<file path="src/rtl/vga_pkg.sv">
// Shared VGA 640x480@60 timing constants, sync/blank flag struct and colour-bar table.
package vga_pkg;

    localparam logic [10:0] H_VISIBLE = 11'd640;
    localparam logic [10:0] H_FP      = 11'd16;
    localparam logic [10:0] H_SYNC    = 11'd96;
    localparam logic [10:0] H_BP      = 11'd48;
    localparam logic [10:0] H_TOTAL   = 11'd800;

    localparam logic [10:0] V_VISIBLE = 11'd480;
    localparam logic [10:0] V_FP      = 11'd10;
    localparam logic [10:0] V_SYNC    = 11'd2;
    localparam logic [10:0] V_BP      = 11'd33;
    localparam logic [10:0] V_TOTAL   = 11'd525;

    typedef struct packed {
        logic hs;
        logic vs;
        logic vis;
    } vga_flags_t;

    // Syncs inactive (high) and nothing visible: the idle state of every stage.
    localparam vga_flags_t FLAGS_IDLE = '{hs: 1'b1, vs: 1'b1, vis: 1'b0};

    // Index 0..7: black, blue, green, cyan, red, magenta, yellow, white (RRRGGGBB).
    localparam logic [7:0][7:0] BAR_RGB = {8'hFF, 8'hFC, 8'hE3, 8'hE0,
                                           8'h1F, 8'h1C, 8'h03, 8'h00};

    // RRRGGGBB to three 4-bit DAC values, replicating MSBs to reach full scale.
    function automatic logic [11:0] expand_rgb(input logic [7:0] c);
        return {c[7:5], c[7], c[4:2], c[4], c[1:0], c[1:0]};
    endfunction

endpackage

</file>
<file path="src/rtl/vga_delay_line.sv">
// Tick-enabled, resettable shift register; DEPTH 0 degenerates to a wire.
module vga_delay_line #(
    parameter int             DEPTH   = 1,
    parameter int             W       = 3,
    parameter logic [W-1:0]   RST_VAL = '0
) (
    input  logic         clk,
    input  logic         resetN,
    input  logic         tick,
    input  logic [W-1:0] din,
    output logic [W-1:0] dout
);

    generate
        if (DEPTH == 0) begin : g_pass
            assign dout = din;
        end else begin : g_shift
            logic [DEPTH-1:0][W-1:0] stage;

            always_ff @(posedge clk) begin
                if (!resetN) begin
                    stage <= {DEPTH{RST_VAL}};
                end else if (tick) begin
                    stage[0] <= din;
                    for (int i = 1; i < DEPTH; i++) stage[i] <= stage[i-1];
                end
            end

            assign dout = stage[DEPTH-1];
        end
    endgenerate

endmodule

</file>
<file path="src/rtl/vga_timing_driver.sv">
// 640x480@60 VGA timing generator and pin driver with RGB-latency-matched sync/blank.
// Optional colour-bar source enabled by defining VGA_TEST_PATTERN_EN.
module vga_timing_driver
    import vga_pkg::*;
#(
    parameter int PIX_DIV     = 2,
    parameter int RGB_LATENCY = 1
) (
    input  logic        clk,
    input  logic        resetN,
`ifdef VGA_TEST_PATTERN_EN
    input  logic        testPattern,
`endif
    input  logic [7:0]  RGB_in,
    output logic [10:0] pixelX,
    output logic [10:0] pixelY,
    output logic        startOfFrame,
    output logic [3:0]  vgaR,
    output logic [3:0]  vgaG,
    output logic [3:0]  vgaB,
    output logic        vgaHS,
    output logic        vgaVS,
    output logic        vgaBlankN
);

    localparam logic [1:0]  DIV_LAST = 2'(PIX_DIV - 1);
    localparam logic [10:0] H_LAST   = H_TOTAL - 11'd1;
    localparam logic [10:0] V_LAST   = V_TOTAL - 11'd1;
    localparam logic [10:0] HS_START = H_VISIBLE + H_FP;
    localparam logic [10:0] HS_END   = HS_START + H_SYNC - 11'd1;
    localparam logic [10:0] VS_START = V_VISIBLE + V_FP;
    localparam logic [10:0] VS_END   = VS_START + V_SYNC - 11'd1;

    logic [1:0] div;
    logic       tick;
    logic       h_last, v_last;

    // With PIX_DIV = 1 the divider never leaves 0, so tick stays high.
    assign tick   = (div == DIV_LAST);
    assign h_last = (pixelX == H_LAST);
    assign v_last = (pixelY == V_LAST);

    always_ff @(posedge clk) begin
        if (!resetN)   div <= 2'd0;
        else if (tick) div <= 2'd0;
        else           div <= div + 2'd1;
    end

    always_ff @(posedge clk) begin
        if (!resetN) begin
            pixelX       <= '0;
            pixelY       <= '0;
            startOfFrame <= 1'b0;
        end else begin
            // Only a real wrap produces the pulse; reset itself lands on (0,0) silently.
            startOfFrame <= tick && h_last && v_last;
            if (tick) begin
                if (h_last) begin
                    pixelX <= '0;
                    pixelY <= v_last ? 11'd0 : pixelY + 11'd1;
                end else begin
                    pixelX <= pixelX + 11'd1;
                end
            end
        end
    end

    vga_flags_t raw, flags_d;

    always_comb begin
        raw     = FLAGS_IDLE;
        raw.hs  = !(pixelX >= HS_START && pixelX <= HS_END);
        raw.vs  = !(pixelY >= VS_START && pixelY <= VS_END);
        raw.vis = (pixelX < H_VISIBLE) && (pixelY < V_VISIBLE);
    end

`ifdef VGA_TEST_PATTERN_EN
    localparam int            PW       = 6;
    localparam logic [PW-1:0] PIPE_RST = {FLAGS_IDLE, 3'b000};
    logic [2:0] bar_d;
`else
    localparam int            PW       = 3;
    localparam logic [PW-1:0] PIPE_RST = FLAGS_IDLE;
`endif

    logic [PW-1:0] pipe_in, pipe_out;

`ifdef VGA_TEST_PATTERN_EN
    // The bar index travels with the flags so bars line up with blanking.
    assign pipe_in          = {raw, pixelX[9:7]};
    assign {flags_d, bar_d} = pipe_out;
`else
    assign pipe_in = raw;
    assign flags_d = pipe_out;
`endif

    vga_delay_line #(
        .DEPTH   (RGB_LATENCY),
        .W       (PW),
        .RST_VAL (PIPE_RST)
    ) u_delay (
        .clk    (clk),
        .resetN (resetN),
        .tick   (tick),
        .din    (pipe_in),
        .dout   (pipe_out)
    );

    logic [7:0] colour;

`ifdef VGA_TEST_PATTERN_EN
    assign colour = testPattern ? BAR_RGB[bar_d] : RGB_in;
`else
    assign colour = RGB_in;
`endif

    always_ff @(posedge clk) begin
        if (!resetN) begin
            vgaHS     <= 1'b1;
            vgaVS     <= 1'b1;
            vgaBlankN <= 1'b0;
            vgaR      <= 4'd0;
            vgaG      <= 4'd0;
            vgaB      <= 4'd0;
        end else if (tick) begin
            vgaHS              <= flags_d.hs;
            vgaVS              <= flags_d.vs;
            vgaBlankN          <= flags_d.vis;
            {vgaR, vgaG, vgaB} <= flags_d.vis ? expand_rgb(colour) : 12'd0;
        end
    end

endmodule
</file>
<file path="config.mk">
export PLATFORM = sky130hd
export DESIGN_NAME = vga_timing_driver
export DESIGN_NICKNAME = d
export VERILOG_FILES = /design/src/rtl/vga_pkg.sv /design/src/rtl/vga_delay_line.sv /design/src/rtl/vga_timing_driver.sv
export SDC_FILE = /design/constraint.sdc
export NUM_CORES = 1
export LEC_CHECK = 0
export ABC_AREA = 1
export BUFFER_PORTS_ARGS = -buffer_cell sky130_fd_sc_hd__buf_2
export CORE_MARGIN = 4
export CORE_UTILIZATION = 45
export CTS_CLUSTER_SIZE = 14
export DETAILED_ROUTE_END_ITERATION = 10
export GPL_TIMING_DRIVEN = 0
export HOLD_SLACK_MARGIN = 0.06
export PLACE_DENSITY = 0.72
export SYNTH_ARGS = -nofsm -noshare
export SYNTH_HDL_FRONTEND = slang
export SYNTH_SLANG_ARGS = --single-unit
</file>
<file path="constraint.sdc">
create_clock -name clk -period 1.9 [get_ports clk]
set_input_delay 0.19 -clock clk [delete_from_list [all_inputs] [get_ports clk]]
set_output_delay 0.19 -clock clk [all_outputs]
set_load 0.01 [all_outputs]
</file>
Word-level counts from Yosys, hierarchy flattened:

Cells that the tools add are included.

* add/sub/neg operators: 3
* $lt $le $gt $ge: 6
* equal/unequal tests: 3
* multiplexer cells: 3
* bitwise gates (word level): 1
* reduce and logical (&&, ||, !) cells: 9

Operators with widths (count)
* 11-bit by 1-bit adder with 11-bit output, second input constant: 2
* 11-bit by 10-bit == test with 1-bit output, second input constant: 2
* 11-bit two-way mux: 2
* 12-bit two-way mux: 1
* 11-bit by 10-bit >= comparator with 1-bit output, second input constant: 1
* 11-bit by 9-bit >= comparator with 1-bit output, second input constant: 1
* 11-bit by 10-bit <= comparator with 1-bit output, second input constant: 1
* 11-bit by 9-bit <= comparator with 1-bit output, second input constant: 1
* 11-bit by 10-bit < comparator with 1-bit output, second input constant: 1
* 11-bit by 9-bit < comparator with 1-bit output, second input constant: 1
* 1-bit logical AND: 5
* 2-bit by 1-bit adder with 2-bit output, second input constant: 1
* 2-bit by 1-bit == test with 1-bit output, second input constant: 1
* 1-bit zero test: 2
* 2-bit AND reduction: 1
* 2-bit OR reduction: 1
* 1-bit NOT: 1

* flip-flop bits (word level): 43
* output and inout port bits: 38
* logic and storage cells: 36

Depth between registers and ports, before layout:

Gate-level depths: netlist of the first run.

* depth after elaboration: 3
* gate-level depth with buffers: 9

Modules after synthesis:

From an unflattened synthesis of the first run, not the netlist that was laid out.

* cell total of the unflattened synthesis: 305
* area, all modules: 2108.3 sq um

By module, submodules not included
* vga_timing_driver: instances 1, cells an instance 290, area each 2000.7 sq um
* vga_delay_line: instances 1, cells an instance 15, area each 107.6 sq um

Worst setup path before layout of the first run:

Ideal clock, no wire load.

* kind: register -> register
* from: register pixelX[0]
* to: register pixelY[9]
* setup time: 0.132 ns
* arrival: 1.442 ns
* required time: 1.768 ns
* path slack: 0.325 ns
* stages on the path, launching flop included: 9
* cells stage by stage: dfxtp_1 ha_1 nand2_1 nor2_1 nand3_2 nor2_4 inv_1 nand2_1 a21oi_1

* word-level cells in the longest chain between the ends: 2

Ends and longest elaborated chain
* from (decl): RTL line vga_timing_driver.sv:15 `output logic [10:0] pixelX,`
* from (signal assigned): RTL line vga_timing_driver.sv:62 `pixelX <= pixelX + 11'd1;`
* 11-bit by 10-bit == test with 1-bit output: RTL line vga_timing_driver.sv:40 `assign h_last = (pixelX == H_LAST);`
* 2-bit AND reduction (no source line)
* to (signal assigned): RTL line vga_timing_driver.sv:60 `pixelY <= v_last ? 11'd0 : pixelY + 11'd1;`
* to (decl): RTL line vga_timing_driver.sv:16 `output logic [10:0] pixelY,`

Every way passes these cells.
A chain may end at the register's enable or synchronous reset.

Worst setup path in the final report of the first run:

* from: register pixelX[0]
* to: register pixelY[5]

Same word-level chain as after synthesis.

==> impl_results.md, run 1 <==
* Status: finished, final reports clean
* Post-Syn Area at approximately 2000 um^2
* Post-route ant nets at 0
* Power density over cell area at just over 700 nW/um^2
* Final min period at between 1.5 and 2 ns
* Synth Area per Inst at around 7.4 um^2
* Final hold vios at 0
* Die area at 5496 um^2
* Slew @ Worst Pin at 0.5648 ns
* Critical path's slowest cell: dfxtp_1
* H-tree levels at 2
* Largest fanout on the critical path at 6
* First-pass GRT wire length at 8259 um
* Clock Path Buffers at 2
* Vias per std cell at just over 5
* Vias at approximately 1.9k
* Hold crit path type: primary input to register
* Cts hold-fix bufs at 0
* Detailed Route WL at roughly 4700 um
* YS warnings at 0
* Die height at roughly 74 um
* Sequential fraction of the synthesis area at roughly two fifths
* Hold path start: RGB_in[0]
* Arr. time, crit path at between 1.5 and 2 ns
* Cells after synthesis at 267
* Top cell family by delay on the critical path: simple AND/OR/NAND/NOR gates
* CP Launch Point: pixelX[0]$_SDFFE_PN0P_
* I/O Pins at between 40 and 50
* Clock sinks at 39
* Routability cong. at 0.8634
* Setup crit start kind: register
* Register bit total from synthesis at 39
* Fin crit share at 88.53%
* Initial antenna violation count at 0
* Num CTS Buffers at 5
* Post-synth top area share at between 30% and 40%
* Initial Util at roughly 48%
* TritonCTS clock tree: built
* FMAX at approximately 0.59 GHz
* Root Buffer: clkbuf_8
* Max cap viols at 0
* Rel. slew slack at 62.35%
* # fillers at 427
* Wire per inst at 12.67 um
* Core box area at between 4000 and 5000 um^2
* Layout cell share with drive strength beyond 1 at between 20% and 30%
* CP max stage delay at around 0.40 ns
* Cell taking the most area after synthesis: dfxtp_1
* Setup TNS at 0 ns
* Synth unique cells at 32
* Worst path buffer plus inverter count at 1
* Worst Skew at a little over 0.008 ns
* Nets at roughly 340
* Cell Chain, Critical Path: ha_2 > nand2_2 > nor2_2 > nand3_2 > nor2_4 > inv_1 > nand2_1 > a21oi_1
* Chip width at 74.14 um
* DRT iter0 DRCs at 142
* Synthesized Nets at 283
* RSZ-0062 raised after global routing: false
* Pleak at 1.041 nW
* Final setup vio count at 0
* Largest net degree at the start of global routing at 14
* Vias in the first global route at 1856
* Total power at about 1.7 mW
* Rows at 23
* Critical path class: register to register
* DRC Markers at 0
* Area Growth Syn to Fin at 22.38%
* CTS clk-pin slew, worst paths at roughly 0.08 ns
* Worst vdd ir at roughly 0.53 mV
* Slew Viols, Final at 0
* Critical Path RT at between 2 and 2.5 ns
* GRT Total Usage at 19.09%
* Critical Path End Type: register
* # diodes at 0
* Grt total ovfl at 0
* Detailed Place HPWL at 3519 um
* Top cells by area, synth: dfxtp_1, nand2_1, inv_1
* Reg2reg start: pixelX[0]$_SDFFE_PN0P_
* Skew-Pair Late Insertion Delay at ~0.3 ns
* DR pass1 iterations at 4
* I/O Buffers at 46
## timing repair
item	in CTS	in global routing
setup buffers	0	2
resized for setup	0	5
endpoints found under the setup margin	0	9
## cells by family after synthesis
family,count (synthesis),synth area share [%]
fa+ha+maj,6,3.814
simple gates,139,33.82
xor+xnor,1,0.4451
compound gates,38,12.84
flops,39,39.67
buf+inv,44,9.409
## worst register-to-register path, cell delays in order, from the launching register on
cell and delay (ns):
dfxtp_1 0.40, ha_2 0.24, nand2_2 0.12, nor2_2 0.16, nand3_2 0.16, nor2_4 0.18
inv_1 0.13, nand2_1 0.08, a21oi_1 0.06
## state kept, by name, indices dropped and copies added (netlist names)
name	flops
pixelX	11
pixelY	11
u_delay.dout	3
vgaG	3
vgaR	3
div	2
vgaB	2
startOfFrame	1
vgaBlankN	1
vgaHS	1
vgaVS	1
## metal layers
layer  vias to the layer above  routed length [um]  GRT usage (%)
li1                        993                   -              -
met1                       844                2183          25.46
met2                        63                2109          30.31
met3                        10                 322          3.378
met4                         0                 110          8.249
met5                         -                   0              0
## stage by stage
step           cell area [um^2]  setup WS, ns  hold WS, ns  utilization (%)  instances
2_1_floorplan              1968        0.3254       0.3577                -        267
3_3_place_gp               2261        0.1289       0.4098            54.94        363
3_5_place_dp               2261       0.09076       0.4142            54.94        363
4_1_cts                    2382       0.03984       0.1370            57.89        371
5_1_grt                    2409       0.01489       0.1449            58.53        373
6_report                   2409        0.2179       0.1420            58.53        373
## worst paths after layout
kind	to	slack (ns)	cells after the start
max	pixelY[5]$_SDFFE_PN0P_	0.22	8
min	vgaB[2]$_SDFFE_PN0P_	0.14	2
max reg2reg	pixelY[5]$_SDFFE_PN0P_	0.22	8
min reg2reg	div[0]$_SDFF_PP0_	0.42	1
## layout by cell type (no fill, tap or decap), drive strengths merged
cell type   n
nor2       36
xor2        1
o31ai       1
nand4      11
nor3b       3
a211oi      1
a32o        8
nor3        5
o2111ai     1
dfxtp      39
o21ai       7
nand2      58
bufinv      1
clkbuf      8
a22o        1
inv        35
clkinv      1
o21bai      1
nand3      26
buf        55
o22a        2
a21oi      16
ha          6
## power by group
group          total, mW  switching (mW)  leakage (nW)  internal, mW
clock network      0.740           0.308        0.0618         0.432
logic              0.135          0.0894         0.663        0.0458
registers          0.849          0.0112         0.316         0.837
## final cells by class
type / count / area, um^2 / share of cell area (%)
clock inverter: 2 / 38.79 / 1.610
multi-input combinational: 184 / 1012 / 42.03
inverter: 35 / 133.9 / 5.558
tap: 50 / 62.56 / 2.597
buffer: 9 / 51.30 / 2.130
clock buffer: 6 / 82.58 / 3.429
sequential: 39 / 782.0 / 32.47
timing repair buffer: 48 / 245.2 / 10.18
## cell usage after synthesis, drive strengths merged
library cell  count
o2111ai           1
nor3              5
nor2             36
xor2              1
o21bai            1
nand2            58
buf               7
a32o              8
a211oi            1
a22o              1
clkinv            1
dfxtp            39
clkbuf            2
inv              34
nor3b             3
ha                6
a21oi            16
o31ai             1
o21ai             7
o22a              2
nand3            26
nand4            11
Power figures use the tool's default switching activity.
==> run 2, diff against run 1 <==
- ABC_AREA: 1 -> not set
- CORE_ASPECT_RATIO: not set -> 1.4
- PLACE_DENSITY: 0.72 -> 0.73
==> run 2 against run 1 <==
Clock power shrank 28%. Die area shrank 9.3%. Sequential power grew 0.7%. Final area shrank 11%. Clock skew shrank 0.0055 ns. Via count shrank 18%. Final cell count shrank 21%. Synthesized cell count shrank 26%. Global-route usage shrank 2.3 points. Critical path depth shrank 2. Total power shrank 12%. Largest power group unchanged.
==> impl_results.md, run 2 <==
* Largest registers: pixelX: 11 flops, pixelY: 11 flops (unchanged)
* Critical path class: register to register (unchanged)
* Initial antenna violation count at 0 (unchanged)
* Post-route ant nets at 0 (unchanged)
* Vias at 1568 (was 1910)
* GRT Total Usage at 16.80% (was 19.09%)
* Fin area at 2145 um^2 (was 2409 um^2)
* Die area at 4985 um^2 (was 5496 um^2)
* Most common cell after layout, fill and taps aside: buf_2 (was nand2_1)
* Max cap viols at 0 (unchanged)
* FF-to-FF path depth at 6 (was 8)
* Final hold vios at 0 (unchanged)
* Clock power frac at 35.1% (was 42.9%)
* Synth Area per Inst at 8.924 um^2 (was 7.371 um^2)
* Skew-Pair Late Insertion Delay at 0.29 ns (was 0.30 ns)
* Chip width at 60.83 um (was 74.14 um)
* Synth cell count leaders: dfxtp_1, nor2_1, nand2_1, a21oi_1, inv_1 (was nand2_1, dfxtp_1, inv_1, nor2_1, nand3_1)
* Grt total ovfl at 0 (unchanged)
* Num CTS Buffers at 5 (unchanged)
* Core Util, Final at 57.83% (was 58.53%)
* Die height at 81.95 um (was 74.14 um)
* Most frequent cells in the layout: buf_2, dfxtp_1, nor2_1 (was nand2_1, buf_2, dfxtp_1)
* Fin crit share at 91.24% (was 88.53%)
* Critical Path End Type: register (unchanged)
* Pleak at 0.8880 nW (was 1.041 nW)
* Cts hold-fix bufs at 0 (unchanged)
* R2R Setup Slk at 0.17 ns (was 0.22 ns)
* Top cells by area, synth: dfxtp_1, nor2_1, ha_1 (was dfxtp_1, nand2_1, inv_1)
* Setup crit start kind: register (unchanged)
* Root Buffer: clkbuf_8 (unchanged)
* First-pass GRT wire length at 6354 um (was 8259 um)
* Async S/R FF share, synth at 0% (unchanged)
* Synthesized Nets at 213 (was 283)
* Worst reg2reg path endpoint: pixelY[9]$_SDFFE_PN0P_ (was pixelY[5]$_SDFFE_PN0P_)
* Count leader, synth: dfxtp_1 (was nand2_1)
* Detailed Place HPWL at 2759 um (was 3519 um)
* CTS clk-pin slew, worst paths at 0.07 ns (was 0.08 ns)
* FMAX at 0.5769 GHz (was 0.5945 GHz)
* Post-placement cell area at 2046 um^2 (was 2261 um^2)
* Switching share of power at 24.29% (was 23.71%)
* Postcts setup bufs at 0 (unchanged)
* Initial Util at 47.40% (was 47.83%)
* Power density over cell area at 709.9 nW/um^2 (was 715.6 nW/um^2)
* TritonCTS clock tree: built (unchanged)
* Internal power at 1.153 mW (was 1.315 mW)
* Layout cell share with drive strength beyond 1 at 28.97% (was 23.84%)
* Rows at 26 (was 23)
* Setup TNS at 0 ns (unchanged)
* Gate power share at 8.7% (was 7.8%)
* Vias in the first global route at 1439 (was 1856)
* Total power at 1.523 mW (was 1.724 mW)
* DRC Markers at 0 (unchanged)
* Critical Path RT at 2.12 ns (was 2.06 ns)
* Final min period at 1.733 ns (was 1.682 ns)
* RSZ-0062 raised after global routing: false (unchanged)
* YS warnings at 0 (unchanged)
* Clock Path Buffers at 2 (unchanged)
* Vias per std cell at 5.333 (was 5.121)
* Synth unique cells at 35 (was 32)
* I/O Buffers at 47 (was 46)
* Cell taking the most area after synthesis: dfxtp_1 (unchanged)
* Register bit total from synthesis at 39 (unchanged)
* Post-Syn Area at 1758 um^2 (was 1968 um^2)
* Arr. time, crit path at 1.96 ns (was 1.84 ns)
* Clock sinks at 39 (unchanged)
* Wire per inst at 12.71 um (was 12.67 um)
* DR pass1 iterations at 4 (unchanged)
* Dominant synthesized flop cell: dfxtp_1 (unchanged)
* Hold crit path type: primary input to register (unchanged)
* I/O Pins at 48 (unchanged)
* Status: finished, final reports clean (unchanged)
* DRT iter0 DRCs at 57 (was 142)
* Slew Viols, Final at 0 (unchanged)
* Worst vdd ir at 0.5263 mV (was 0.5338 mV)
* Detailed Route WL at 3736 um (was 4725 um)
* Core box area at 3709 um^2 (was 4115 um^2)
* Final setup vio count at 0 (unchanged)
* Post-synth top area share at 44.41% (was 39.67%)
* Slew @ Worst Pin at 0.6094 ns (was 0.5648 ns)
* Post-synth EDFFs at 0 (unchanged)
* Area Growth Syn to Fin at 21.99% (was 22.38%)
* Worst Skew at 0.002588 ns (was 0.008057 ns)
* Largest fanout on the critical path at 10 (was 6)
* Sequential fraction of the synthesis area at 44.41% (was 39.67%)
* Cells after synthesis at 197 (was 267)
* Nets at 267 (was 338)
* # diodes at 0 (unchanged)
* H-tree levels at 2 (unchanged)
* Largest net degree at the start of global routing at 13 (was 14)
* CP Launch Point: div[0]$_SDFF_PP0_ (was pixelX[0]$_SDFFE_PN0P_)
* Reg2reg start: div[0]$_SDFF_PP0_ (was pixelX[0]$_SDFFE_PN0P_)
* NetSw at 0.3698 mW (was 0.4087 mW)
* Sequential share of power at 56.2% (was 49.2%)
* # fillers at 371 (was 427)
* Routability cong. at 0.8092 (was 0.8634)
* Post-CTS resize count at 0 (unchanged)
* Rel. slew slack at 59.22% (was 62.35%)
* CP endpoint: pixelY[9]$_SDFFE_PN0P_ (was pixelY[5]$_SDFFE_PN0P_)
run 2: cell count changes after synthesis, sizes merged, moves of 5 or more:
cell,before,now
xnor2,0,8
a22oi,0,8
nor2,36,27
inv,34,11
a21oi,16,11
nand4,11,5
a32o,8,0
nand2,58,14
nand3,26,10
run 2: cells by family (layout without fill, tap and decap cells):
| logic type | count (synthesis) | after routing | synth area share [%] |
|---|---|---|---|
| mux | 3 | 3 | 1.708 |
| xor+xnor | 12 | 12 | 5.979 |
| compound gates | 34 | 34 | 11.81 |
| fa+ha+maj | 6 | 6 | 4.270 |
| simple gates | 83 | 83 | 25.62 |
| flops | 39 | 39 | 44.41 |
| buf+inv | 20 | 75 | 6.192 |
run 2: how the worst min path moves through the flow:
stage                                  from              endpoint  slack [ns]  cells past startpoint
after global routing                 resetN    vgaVS$_SDFFE_PN1P_        0.14                      2
final                             RGB_in[4]  vgaG[0]$_SDFFE_PN0P_        0.13                      3
after CTS                         RGB_in[4]  vgaG[0]$_SDFFE_PN0P_        0.13                      3
after global placement    div[0]$_SDFF_PP0_     div[0]$_SDFF_PP0_        0.41                      1
after detailed placement  div[0]$_SDFF_PP0_     div[0]$_SDFF_PP0_        0.42                      1
after floorplan                      resetN    vgaHS$_SDFFE_PN1P_        0.25                      1
run 2: through the flow:
stage	std cells	hold WS, ns	setup WS (ns)
6_report	294	0.1300	0.1665
5_1_grt	294	0.1353	0.01203
3_3_place_gp	286	0.4070	0.09765
4_1_cts	294	0.1269	0.08346
2_1_floorplan	197	0.2519	0.1954
3_5_place_dp	286	0.4185	0.09758
run 2: metal layers:
| metal | share of wire (%) | global-route usage (%) |
|---|---|---|
| met5 | 0 | 0 |
| met4 | 1.9 | 7.158 |
| met3 | 7.1 | 3.774 |
| met2 | 49 | 28.91 |
| met1 | 42 | 19.52 |
run 2: power by group through the flow:
stage	registers (mW)	clock network, mW	logic (mW)
3_3_place_gp	0.873	0	0.133
4_1_cts	0.854	0.558	0.135
5_1_grt	0.860	0.589	0.149
3_5_place_dp	0.873	0	0.135
2_1_floorplan	0.877	0	0.0849
6_report	0.855	0.534	0.133
run 2: final cells by class:
type	count	area [um^2]	share of cell area, %
Sequential cell	39	784.5	36.58
Clock buffer	6	72.57	3.384
Inverter	11	41.29	1.925
Clock inverter	2	12.51	0.5834
Buffer	9	67.56	3.151
Timing Repair Buffer	47	235.2	10.97
Tap cell	42	52.55	2.450
Multi-Input combinational cell	138	878.3	40.96
run 2: critical path, stage by stage (launching register included):
cell     delay [ns]
dfxtp_1        0.34
ha_1           0.16
buf_6          0.14
and3_2         0.25
nand3_4        0.11
or4_1          0.52
a21oi_1        0.14
==> run 3, diff against run 2 <==
- CORE_UTILIZATION: 45 -> 55
- PLACE_DENSITY: 0.73 -> 0.86
- TNS_END_PERCENT: not set -> 30
- clock period: 1.9 -> 2.1 ns (I/O delays scaled with it)
==> run 3 against run 2 <==
Flip-flop and latch count is the same. Largest cell class unchanged. Fmax shrank 5.5%. Final cell count shrank 1.0%. Sequential share of layout area shrank 0.13 points.
==> impl_results.md, run 3 (synthesized netlist as in run 2, its figures left out) <==
* Pleak at 0.9000 nW (was 0.8880 nW)
* Largest fanout on the critical path at 10 (unchanged)
* H-tree levels at 2 (unchanged)
* NetSw at 0.3339 mW (was 0.3698 mW)
* Slew Viols, Final at 0 (unchanged)
* Clock Path Buffers at 2 (unchanged)
* Setup TNS at 0 ns (unchanged)
* Detailed Route WL at 3952 um (was 3736 um)
* Post-CTS resize count at 0 (unchanged)
* Critical Path RT at 2.33 ns (was 2.12 ns)
* Critical path's slowest cell: dfxtp_1 (was or4_1)
* Vias per std cell at 5.588 (was 5.333)
* Pre-CTS setup slack at 0.2893 ns (was 0.09758 ns)
* DRC Markers at 0 (unchanged)
* Critical path class: register to register (unchanged)
* Worst hold path depth at 2 (was 3)
* Cts hold-fix bufs at 0 (unchanged)
* Area Growth Syn to Fin at 21.85% (was 21.99%)
* Grt total ovfl at 0 (unchanged)
* Worst Skew at 0.003768 ns (was 0.002588 ns)
* Routability cong. at 0.8250 (was 0.8092)
* DRT iter0 DRCs at 33 (was 57)
* Arr. time, crit path at 2.06 ns (was 1.96 ns)
* Max cap viols at 0 (unchanged)
* Nets at 267 (unchanged)
* Worst vdd ir at 0.4976 mV (was 0.5263 mV)
* FMAX at 0.5453 GHz (was 0.5769 GHz)
* Initial Util at 56.84% (was 47.40%)
* Die area at 4178 um^2 (was 4985 um^2)
* TritonCTS clock tree: built (unchanged)
* Detailed Place HPWL at 2959 um (was 2759 um)
* Clock power frac at 37.9% (was 35.1%)
* Layout cell share with drive strength beyond 1 at 27.38% (was 28.97%)
* Gate power share at 8.6% (was 8.7%)
* Critical Path End Type: register (unchanged)
* Final setup vio count at 0 (unchanged)
* DR pass1 iterations at 4 (unchanged)
* Skew-Pair Late Insertion Delay at 0.29 ns (about the same)
* Internal power at 1.110 mW (was 1.153 mW)
* Core box area at 3093 um^2 (was 3709 um^2)
* GRT Total Usage at 19.61% (was 16.80%)
* Hold crit path type: primary input to register (unchanged)
* Power density over cell area at 674.2 nW/um^2 (was 709.9 nW/um^2)
* Vias in the first global route at 1450 (was 1439)
* Most common cell after layout, fill and taps aside: buf_2 (unchanged)
* I/O Pins at 48 (unchanged)
* Register area at 780.7 um^2 (was 784.5 um^2)
* CP max stage delay at 0.43 ns (was 0.52 ns)
* Area taken by multi-input logic gates at 868.3 um^2 (was 878.3 um^2)
* Vias at 1626 (was 1568)
* Largest net degree at the start of global routing at 12 (was 13)
* Most frequent cells in the layout: buf_2, dfxtp_1, nor2_1 (unchanged)
* Cell Chain, Critical Path: ha_1 > and3_2 > nand3_2 > buf_6 > or3_1 > a21oi_1 (was ha_1 > buf_6 > and3_2 > nand3_4 > or4_1 > a21oi_1)
* Clock sinks at 39 (unchanged)
* Switching share of power at 23.12% (was 24.29%)
* Slew @ Worst Pin at 0.6218 ns (was 0.6094 ns)
* # fillers at 266 (was 371)
* Wire per inst at 13.58 um (was 12.71 um)
* Num CTS Buffers at 5 (unchanged)
* Fin crit share at 87.33% (was 91.24%)
* I/O Buffers at 47 (unchanged)
* Largest registers: pixelX: 11 flops, pixelY: 11 flops (unchanged)
* Final hold vios at 0 (unchanged)
* Chip width at 55.78 um (was 60.83 um)
* Final min period at 1.834 ns (was 1.733 ns)
* CTS clk-pin slew, worst paths at 0.07 ns (about the same)
* Status: finished, final reports clean (unchanged)
* FF-to-FF path depth at 6 (unchanged)
* First-pass GRT wire length at 6375 um (was 6354 um)
* Setup WS post-layout at 0.2661 ns (was 0.1665 ns)
* Sequential share of power at 53.6% (was 56.2%)
* RSZ-0062 raised after global routing: false (unchanged)
* Die height at 74.90 um (was 81.95 um)
* Initial antenna violation count at 0 (unchanged)
* # diodes at 0 (unchanged)
* Post-route ant nets at 0 (unchanged)
* Setup crit start kind: register (unchanged)
* Rel. slew slack at 58.39% (was 59.22%)
* Postcts setup bufs at 0 (unchanged)
* Total power at 1.444 mW (was 1.523 mW)
* Rows at 24 (was 26)
* Root Buffer: clkbuf_8 (unchanged)
run 3: changes by cell type in the layout (fill, tap and decap cells not counted), sizes merged:
cell and delta:
clkbuf +2, clkinv -1, clkinvlp -1
run 3: area by class of cell:
class,count,area share (%)
well taps,39,2.278
flip-flops and latches,39,36.45
multi-input cells,138,40.54
inverters,11,1.928
plain buffers,9,3.154
repair buffers,47,10.98
clock buffers,8,4.673
run 3: path summary, 6_finish.rpt:
kind,start,end,slack [ns]
worst max-delay path,pixelX[0]$_SDFFE_PN0P_,pixelY[5]$_SDFFE_PN0P_,0.27
worst min register to register,div[0]$_SDFF_PP0_,div[0]$_SDFF_PP0_,0.44
worst max register to register,pixelX[0]$_SDFFE_PN0P_,pixelY[5]$_SDFFE_PN0P_,0.27
worst min-delay path,resetN,vgaVS$_SDFFE_PN1P_,0.15
run 3: metrics by stage:
| stage | instance area, um^2 | util [%] | hold slack, ns | instances |
|---|---|---|---|---|
| after floorplan | 1758 | - | 0.2719 | 197 |
| after global placement | 2042 | 66.02 | 0.4132 | 283 |
| after global routing | 2142 | 69.26 | 0.1575 | 291 |
| final | 2142 | 69.26 | 0.1505 | 291 |
| after detailed placement | 2042 | 66.02 | 0.4170 | 283 |
| after CTS | 2142 | 69.26 | 0.1485 | 291 |
run 3: critical path, delay by kind of cell, from the launching register on:
family,cells,cell delay [ns]
buffers and inverters,1,0.19
adder cells (fa/ha/maj),1,0.26
AND/OR/NAND/NOR,3,0.75
AO/OA/AOI/OAI,1,0.14
flip-flops,1,0.43
run 3: per-layer routing:
layer,GRT usage [%],vias to the layer above,part of all wire (%)
met5,0,-,0
li1,-,799,-
met1,19.43,761,38
met4,12.97,0,2.5
met2,36.05,54,53
met3,5.489,12,6.7
run 3: power groups by stage:
stage          sequential [mW]  clock [mW]  combinational (mW)
3_5_place_dp             0.790           0               0.121
3_3_place_gp             0.790           0               0.118
5_1_grt                  0.775       0.586               0.141
2_1_floorplan            0.794           0              0.0768
4_1_cts                  0.773       0.555               0.125
6_report                 0.773       0.547               0.124
